**config.mk**
```make
export PLATFORM = sky130hd
export DESIGN_NAME = regfile_wb_arbiter
export DESIGN_NICKNAME = d
export VERILOG_FILES = /design/src/rtl/regfile_wb_arbiter_pkg.sv /design/src/rtl/regfile_wb_arbiter_wb_scoreboard.sv /design/src/rtl/regfile_wb_arbiter.sv
export SDC_FILE = /design/constraint.sdc
export NUM_CORES = 1
export LEC_CHECK = 0
export ABC_AREA = 1
export BUFFER_PORTS_ARGS = -buffer_cell sky130_fd_sc_hd__clkbuf_2
export CAP_MARGIN = 5
export CORE_MARGIN = 2
export CORE_UTILIZATION = 50
export CTS_BUF_LIST = sky130_fd_sc_hd__clkbuf_4
export CTS_CLUSTER_DIAMETER = 50
export DETAILED_ROUTE_END_ITERATION = 16
export PLACE_DENSITY = 0.8
export REMOVE_ABC_BUFFERS = 1
export SYNTH_ARGS = -nofsm -noshare
export SYNTH_HDL_FRONTEND = slang
export SYNTH_SLANG_ARGS = --single-unit
```
**constraint.sdc**
```tcl
create_clock -name clk -period 2.7 [get_ports clk]
set_input_delay 0.81 -clock clk [delete_from_list [all_inputs] [get_ports clk]]
set_output_delay 0.81 -clock clk [all_outputs]
set_load 0.1 [all_outputs]
```
**src/rtl/regfile_wb_arbiter_pkg.sv**
```systemverilog
// ----------------------------------------------------------------------------
// regfile_wb_arbiter_pkg
// Shared constants and types for the register-file writeback arbiter and its
// pending-write scoreboard.
//   REG_ADDR_W / XLEN / NUM_REGS : register file geometry
//   REG_ZERO                     : hard-wired zero register address
//   wb_sel_e                     : which requester owns the write port
//   addr_onehot()                : register address -> one-hot bit vector
// ----------------------------------------------------------------------------
package regfile_wb_arbiter_pkg;

    localparam int REG_ADDR_W = 5;
    localparam int XLEN       = 32;
    localparam int NUM_REGS   = 32;

    localparam logic [REG_ADDR_W-1:0] REG_ZERO = 5'd0;

    typedef enum logic {
        SEL_ALU = 1'b0,
        SEL_LSU = 1'b1
    } wb_sel_e;

    typedef logic [REG_ADDR_W-1:0] reg_addr_t;
    typedef logic [XLEN-1:0]       xlen_t;

    // One-hot decode of a register address into a scoreboard-wide mask.
    function automatic logic [NUM_REGS-1:0] addr_onehot(input reg_addr_t a);
        addr_onehot = {{(NUM_REGS-1){1'b0}}, 1'b1} << a;
    endfunction

endpackage

```
**src/rtl/regfile_wb_arbiter_wb_scoreboard.sv**
```systemverilog
// ----------------------------------------------------------------------------
// wb_scoreboard
// 32-entry pending-write scoreboard. A bit is set when the issue stage
// reserves a destination and cleared when the write port commits it.
// Provides read-operand hazard flags and a sticky WAW error flag.
// Optional macro WB_BYPASS_EN adds forwarding lookups against the write
// port that is active this cycle; those hits suppress the matching hazard.
// Ports:
//   clk, rst                       clock, async active-low reset
//   i_rsv_valid, i_rsv_addr        reservation request from issue
//   i_clr_en, i_clr_addr           write port enable/address (commit)
//   i_rs1_addr, i_rs2_addr         operand lookups
//   o_busy                         scoreboard vector (bit 0 always 0)
//   o_waw_err                      sticky reserve-while-busy flag
//   o_hazard1, o_hazard2           operand pending-write flags
//   (WB_BYPASS_EN) i_wb_data, o_fwd1_hit/o_fwd1_data, o_fwd2_hit/o_fwd2_data
// ----------------------------------------------------------------------------
module wb_scoreboard
    import regfile_wb_arbiter_pkg::*;
(
    input  logic                  clk,
    input  logic                  rst,
    input  logic                  i_rsv_valid,
    input  logic [REG_ADDR_W-1:0] i_rsv_addr,
    input  logic                  i_clr_en,
    input  logic [REG_ADDR_W-1:0] i_clr_addr,
    input  logic [REG_ADDR_W-1:0] i_rs1_addr,
    input  logic [REG_ADDR_W-1:0] i_rs2_addr,
`ifdef WB_BYPASS_EN
    input  logic [XLEN-1:0]       i_wb_data,
    output logic                  o_fwd1_hit,
    output logic [XLEN-1:0]       o_fwd1_data,
    output logic                  o_fwd2_hit,
    output logic [XLEN-1:0]       o_fwd2_data,
`endif
    output logic [NUM_REGS-1:0]   o_busy,
    output logic                  o_waw_err,
    output logic                  o_hazard1,
    output logic                  o_hazard2
);

    logic [NUM_REGS-1:0] r_busy;
    logic                r_waw_err;
    logic [NUM_REGS-1:0] w_rsv_vec;
    logic [NUM_REGS-1:0] w_clr_vec;
    logic [NUM_REGS-1:0] w_busy_nxt;
    logic                w_waw_set;
    logic                w_fwd1_hit;
    logic                w_fwd2_hit;

    // Next scoreboard value: clear the committing register, then apply the
    // reservation so that a same-edge reserve of that register wins.
    always_comb begin
        w_rsv_vec = {NUM_REGS{1'b0}};
        w_clr_vec = {NUM_REGS{1'b0}};
        if (i_rsv_valid && (i_rsv_addr != REG_ZERO)) begin
            w_rsv_vec = addr_onehot(i_rsv_addr);
        end else begin
            w_rsv_vec = {NUM_REGS{1'b0}};
        end
        if (i_clr_en) begin
            w_clr_vec = addr_onehot(i_clr_addr);
        end else begin
            w_clr_vec = {NUM_REGS{1'b0}};
        end
        // x0 can never be pending.
        w_busy_nxt = ((r_busy & ~w_clr_vec) | w_rsv_vec) & {{(NUM_REGS-1){1'b1}}, 1'b0};
        // Reserving a register that stays busy through this edge is a WAW.
        w_waw_set  = |(w_rsv_vec & r_busy & ~w_clr_vec);
    end

    // Scoreboard and sticky WAW flag registers.
    always_ff @(posedge clk or negedge rst) begin
        if (!rst) begin
            r_busy    <= {NUM_REGS{1'b0}};
            r_waw_err <= 1'b0;
        end else begin
            r_busy    <= w_busy_nxt;
            r_waw_err <= r_waw_err | w_waw_set;
        end
    end

`ifdef WB_BYPASS_EN
    assign w_fwd1_hit  = i_clr_en && (i_clr_addr == i_rs1_addr) && (i_rs1_addr != REG_ZERO);
    assign w_fwd2_hit  = i_clr_en && (i_clr_addr == i_rs2_addr) && (i_rs2_addr != REG_ZERO);
    assign o_fwd1_hit  = w_fwd1_hit;
    assign o_fwd2_hit  = w_fwd2_hit;
    assign o_fwd1_data = i_wb_data;
    assign o_fwd2_data = i_wb_data;
`else
    assign w_fwd1_hit  = 1'b0;
    assign w_fwd2_hit  = 1'b0;
`endif

    assign o_hazard1 = r_busy[i_rs1_addr] && (i_rs1_addr != REG_ZERO) && !w_fwd1_hit;
    assign o_hazard2 = r_busy[i_rs2_addr] && (i_rs2_addr != REG_ZERO) && !w_fwd2_hit;
    assign o_busy    = r_busy;
    assign o_waw_err = r_waw_err;

endmodule

```
**src/rtl/regfile_wb_arbiter.sv**
```systemverilog
// ----------------------------------------------------------------------------
// regfile_wb_arbiter
// Shares the register file's single write port between the ALU and LSU
// writeback paths. ALU has fixed priority; an LSU request refused MAX_WAIT
// times in a row is granted over the ALU. The write port is registered
// (one cycle after the transfer). A pending-write scoreboard (wb_scoreboard)
// reports read-operand hazards to the issue stage.
// Optional macro WB_BYPASS_EN: adds fwd1/fwd2 hit+data outputs that forward
// the active write port and suppress the matching hazard.
// Ports:
//   clk, rst                                 clock, async active-low reset
//   alu_valid/alu_ready/alu_addr/alu_data    ALU writeback handshake
//   lsu_valid/lsu_ready/lsu_addr/lsu_data    LSU writeback handshake
//   rsv_valid/rsv_addr                       destination reservation
//   rs1_addr/rs2_addr -> hazard1/hazard2     operand hazard lookup
//   wb_we/wb_addr/wb_data                    register file write port
//   busy, waw_err                            scoreboard state
// ----------------------------------------------------------------------------
module regfile_wb_arbiter
    import regfile_wb_arbiter_pkg::*;
#(
    parameter int MAX_WAIT = 4,
    parameter int WAIT_W   = 4
) (
    input  logic                  clk,
    input  logic                  rst,
    input  logic                  alu_valid,
    output logic                  alu_ready,
    input  logic [REG_ADDR_W-1:0] alu_addr,
    input  logic [XLEN-1:0]       alu_data,
    input  logic                  lsu_valid,
    output logic                  lsu_ready,
    input  logic [REG_ADDR_W-1:0] lsu_addr,
    input  logic [XLEN-1:0]       lsu_data,
    input  logic                  rsv_valid,
    input  logic [REG_ADDR_W-1:0] rsv_addr,
    input  logic [REG_ADDR_W-1:0] rs1_addr,
    input  logic [REG_ADDR_W-1:0] rs2_addr,
    output logic                  hazard1,
    output logic                  hazard2,
`ifdef WB_BYPASS_EN
    output logic                  fwd1_hit,
    output logic [XLEN-1:0]       fwd1_data,
    output logic                  fwd2_hit,
    output logic [XLEN-1:0]       fwd2_data,
`endif
    output logic                  wb_we,
    output logic [REG_ADDR_W-1:0] wb_addr,
    output logic [XLEN-1:0]       wb_data,
    output logic [NUM_REGS-1:0]   busy,
    output logic                  waw_err
);

    logic [WAIT_W-1:0]     r_wait_cnt;
    logic                  r_wb_we;
    logic [REG_ADDR_W-1:0] r_wb_addr;
    logic [XLEN-1:0]       r_wb_data;

    logic                  w_force;
    logic                  w_alu_ready;
    logic                  w_lsu_ready;
    logic                  w_alu_xfer;
    logic                  w_lsu_xfer;
    wb_sel_e               w_sel;
    logic [REG_ADDR_W-1:0] w_win_addr;
    logic [XLEN-1:0]       w_win_data;

    // The two grants are mutually exclusive by construction: without force the
    // LSU is only ready when the ALU is idle; with force the ALU is held off
    // whenever the LSU is requesting.
    assign w_force     = (r_wait_cnt == WAIT_W'(MAX_WAIT));
    assign w_alu_ready = !(w_force && lsu_valid);
    assign w_lsu_ready = w_force || !alu_valid;
    assign w_alu_xfer  = alu_valid && w_alu_ready;
    assign w_lsu_xfer  = lsu_valid && w_lsu_ready;

    // Winner select for the write stage.
    always_comb begin
        w_sel      = SEL_ALU;
        w_win_addr = alu_addr;
        w_win_data = alu_data;
        case (w_sel_from_xfer(w_lsu_xfer))
            SEL_LSU: begin
                w_sel      = SEL_LSU;
                w_win_addr = lsu_addr;
                w_win_data = lsu_data;
            end
            SEL_ALU: begin
                w_sel      = SEL_ALU;
                w_win_addr = alu_addr;
                w_win_data = alu_data;
            end
            default: begin
                w_sel      = SEL_ALU;
                w_win_addr = alu_addr;
                w_win_data = alu_data;
            end
        endcase
    end

    function automatic wb_sel_e w_sel_from_xfer(input logic lsu_xfer);
        w_sel_from_xfer = lsu_xfer ? SEL_LSU : SEL_ALU;
    endfunction

    // LSU starvation counter: counts consecutive refused LSU cycles.
    always_ff @(posedge clk or negedge rst) begin
        if (!rst) begin
            r_wait_cnt <= {WAIT_W{1'b0}};
        end else if (w_lsu_xfer || !lsu_valid) begin
            r_wait_cnt <= {WAIT_W{1'b0}};
        end else if (!w_force) begin
            r_wait_cnt <= r_wait_cnt + {{(WAIT_W-1){1'b0}}, 1'b1};
        end else begin
            r_wait_cnt <= r_wait_cnt;
        end
    end

    // Registered write port; writes to x0 are accepted but never enabled.
    always_ff @(posedge clk or negedge rst) begin
        if (!rst) begin
            r_wb_we   <= 1'b0;
            r_wb_addr <= REG_ZERO;
            r_wb_data <= {XLEN{1'b0}};
        end else if (w_alu_xfer || w_lsu_xfer) begin
            r_wb_we   <= (w_win_addr != REG_ZERO);
            r_wb_addr <= w_win_addr;
            r_wb_data <= w_win_data;
        end else begin
            r_wb_we   <= 1'b0;
            r_wb_addr <= r_wb_addr;
            r_wb_data <= r_wb_data;
        end
    end

    wb_scoreboard u_scoreboard (
        .clk         (clk),
        .rst         (rst),
        .i_rsv_valid (rsv_valid),
        .i_rsv_addr  (rsv_addr),
        .i_clr_en    (r_wb_we),
        .i_clr_addr  (r_wb_addr),
        .i_rs1_addr  (rs1_addr),
        .i_rs2_addr  (rs2_addr),
`ifdef WB_BYPASS_EN
        .i_wb_data   (r_wb_data),
        .o_fwd1_hit  (fwd1_hit),
        .o_fwd1_data (fwd1_data),
        .o_fwd2_hit  (fwd2_hit),
        .o_fwd2_data (fwd2_data),
`endif
        .o_busy      (busy),
        .o_waw_err   (waw_err),
        .o_hazard1   (hazard1),
        .o_hazard2   (hazard2)
    );

    assign alu_ready = w_alu_ready;
    assign lsu_ready = w_lsu_ready;
    assign wb_we     = r_wb_we;
    assign wb_addr   = r_wb_addr;
    assign wb_data   = r_wb_data;

endmodule
```
==> impl_results.md <==
- Status: finished clean
- Starting Density: about half
- Port buffer count: approximately 170
- Unique masters post-synth: 37
- Top Ports: roughly 170
- Die W: 101.2 microns
- Yosys warns: 0
- Worst-skew pair later-pin latency: around 0.42 ns
- Kind of critical path: input port to output pin
- Utilization after layout: 66.30%
- Via-to-Cell Ratio: about 5.7
- Pwr Total: 0.005558 W
- Die area: just over 10000 sq um
- Syn avg cell area: 7.099 sq um
- Final Setup Violations: 0
- Dpl cells: approximately 930
- Rows: 35
- Max Freq: approximately 0.37 GHz
- Die Ht: between 100 and 150 microns
- Routed WL per cell: between 15 and 20 microns
- H-tree level count: 3
- Pin count of the biggest net entering global routing: 38
- Fin. Hold Viols: 0
- Ys flop type: dfrtp_1
- GP Congestion: 0.9718
- Mapped Area: between 4000 and 5000 sq um
- Setup Skew: just under 0.009 ns
- CP startpoint kind: input port
- DR vias: 5357
- Footprint of the multi-input gates: approximately 2600 sq um
- Unrepaired setup endpoints after global routing: true
- Share of cells above drive strength 1: 33.01%
- Post-synthesis cell count: ~670
- Worst Hold Slack: 0.3206 ns
- CTS buffer count: 9
- Crit-path max FO: 7
- Non-Filler Instances: roughly 950
- Final worst-path cycle share: between 90% and 100%
- Least-Margin Pin Slew: roughly 0.57 ns
- First-pass GRT wire length: approximately 24000 microns
- N_diodes: 0
- Antenna violations before repair: 0
- Cell Pwr Density: 911.6 nW/um^2
- LEAKAGE: just over 3 nW
- Crit path time final: 2.668 ns
- Core box area: 9196 sq um
- Arrival time at the worst endpoint: between 1.5 and 2 ns
- ANT nets after route: 0
- Synth-to-Final Area Change: 29.15%
- DP Worst Slack: -0.07734 ns
- Net count, final: between 900 and 1000
- Max Slew Vio Count: 0
- Vias in the first global route: 5005
- Clk root buf: clkbuf_4
- Worst setup EP type: output pin
- Initial DRC count: slightly below 500
- Critical path data required time: ~1.9 ns
- Max_cap viols: 0
- Max Buffers Root-to-Sink: 2
- Grt ovf: 0
- Initial DRT Pass Iterations: 5
- Setup WS post-layout: ~0.032 ns
- # clock sinks: between 70 and 80
- Cells on worst reg2reg path: 10
- Gr usage total: 29.60%
- Worst Hold Class: input port to async pin
- Final WL: between 15000 and 20000 microns
- Max_slew headroom: around three fifths
- Flops & latches, synth: 74
- HPWL after detailed placement: roughly 11000 microns
- Register clock-pin slew on the reported worst setup and hold paths: 0.12 ns
- Filler cells: roughly 830
- Hold_buf cts: 0
- Max rail drop VDD: 0.0006533 V
- Area occupied by registers: 1852 sq um
- Asr flop ratio synth: 100.0%
- Post-route DRC: 0
- EDFF count, synth: 0
- Register area share after synthesis: 39.23%
- CTS tree: built
cell usage in the layout (no fill, tap or decap), types with 7 or more instances in the layout:
cell / synthesis / routed
nand2_2: 4 / 9
nor2_2: 7 / 7
nor2_1: 85 / 80
nor2_4: 2 / 7
o21ai_0: 55 / 42
inv_1: 29 / 25
nand2_1: 177 / 172
dfrtp_1: 74 / 74
nand3_2: 5 / 15
nand3_1: 121 / 111
o21ai_1: 4 / 15
inv_2: 5 / 7
clkbuf_4: 1 / 12
buf_4: 4 / 22
a21oi_1: 12 / 8
clkbuf_2: 0 / 156
nand4_1: 10 / 10
metal layers:
metal	up-vias	GRT usage (%)	share of wire (%)
met5	-	0	0
met4	0	12.89	3.6
met3	42	6.418	8.9
met2	276	48.75	49
met1	2498	37.76	39
li1	2541	-	-
state kept, by name, indices dropped and copies added, names as in the netlist:
name	count
wb_addr	5
r_wait_cnt	4
u_scoreboard.o_waw_err	1
wb_data	32
u_scoreboard.o_busy	31
wb_we	1
stage by stage:
| step | cell area [sq um] | setup TNS [ns] |
|---|---|---|
| 3_5_place_dp | 5693 | -0.1377 |
| 3_3_place_gp | 5693 | -0.05512 |
| 6_report | 6097 | 0 |
| 4_1_cts | 5884 | 0 |
| 5_1_grt | 6097 | -0.03966 |
| 2_1_floorplan | 4481 | -4.677 |
timing repair:
item | 4_1_cts | 5_1_grt
resized for setup | 9 | 61
endpoints found under the setup margin | 2 | 2
gates cloned | 0 | 1
endpoints found under the hold margin | 0 | 0
buffers inserted | 3 | 3
pin swaps | 1 | 15
final timing paths:
path                                                 to        start  slack, ns
min in group clk                            wb_data[18]  wb_data[18]       0.50
worst max register to register   u_scoreboard.o_waw_err   wb_addr[2]       0.74
max in group asynchronous       u_scoreboard.o_busy[10]          rst       1.80
worst max-delay path                            hazard1  rs1_addr[0]       0.03
worst min register to register              wb_data[18]  wb_data[18]       0.50
worst min-delay path                        wb_data[10]          rst       0.32
cells in the mapped netlist (all sizes together), types with 3 or more instances:
library cell  count  area, sq um
or2               3        18.77
inv              34        127.6
nor2             95        405.4
clkinv            4        18.76
o211ai            6        45.04
o21ai            59        295.3
dfrtp            74         1852
buf              27        198.9
clkbuf           10        41.29
nand3           127        673.2
nand2           183        711.9
o31ai             9        87.59
nand4            13        108.9
a21oi            12        60.06
final cells by class:
type | count | share of cell area, %
clock buffer | 9 | 1.108
clock inverter | 6 | 1.354
inverter | 38 | 2.524
multi-input combinational | 516 | 43.05
sequential | 74 | 30.37
tap | 111 | 2.278
timing repair buffer | 193 | 19.31
cell families after synthesis:
logic type	after synthesis	synth area share (%)
buf+inv	75	8.190
other cells	1	0.07944
simple gates	421	40.63
fa+ha+maj	2	0.5300
compound gates	90	10.97
xor+xnor	2	0.3711
flops	74	39.23
critical path: stages:
cell,delay [ns]
buf_8,0.09
clkinvlp_4,0.16
buf_6,0.18
nand2_2,0.05
nand3_2,0.06
nand3_2,0.07
o2111ai_2,0.09
nand3_1,0.11
nand2_2,0.07
buf_12,0.17
power breakdown:
group          total, W  switching, W  internal, W
Sequential      0.00172      0.000371      0.00135
Combinational   0.00306       0.00254     0.000521
Clock          0.000772      0.000406     0.000366
Power figures use the tool's default switching activity.
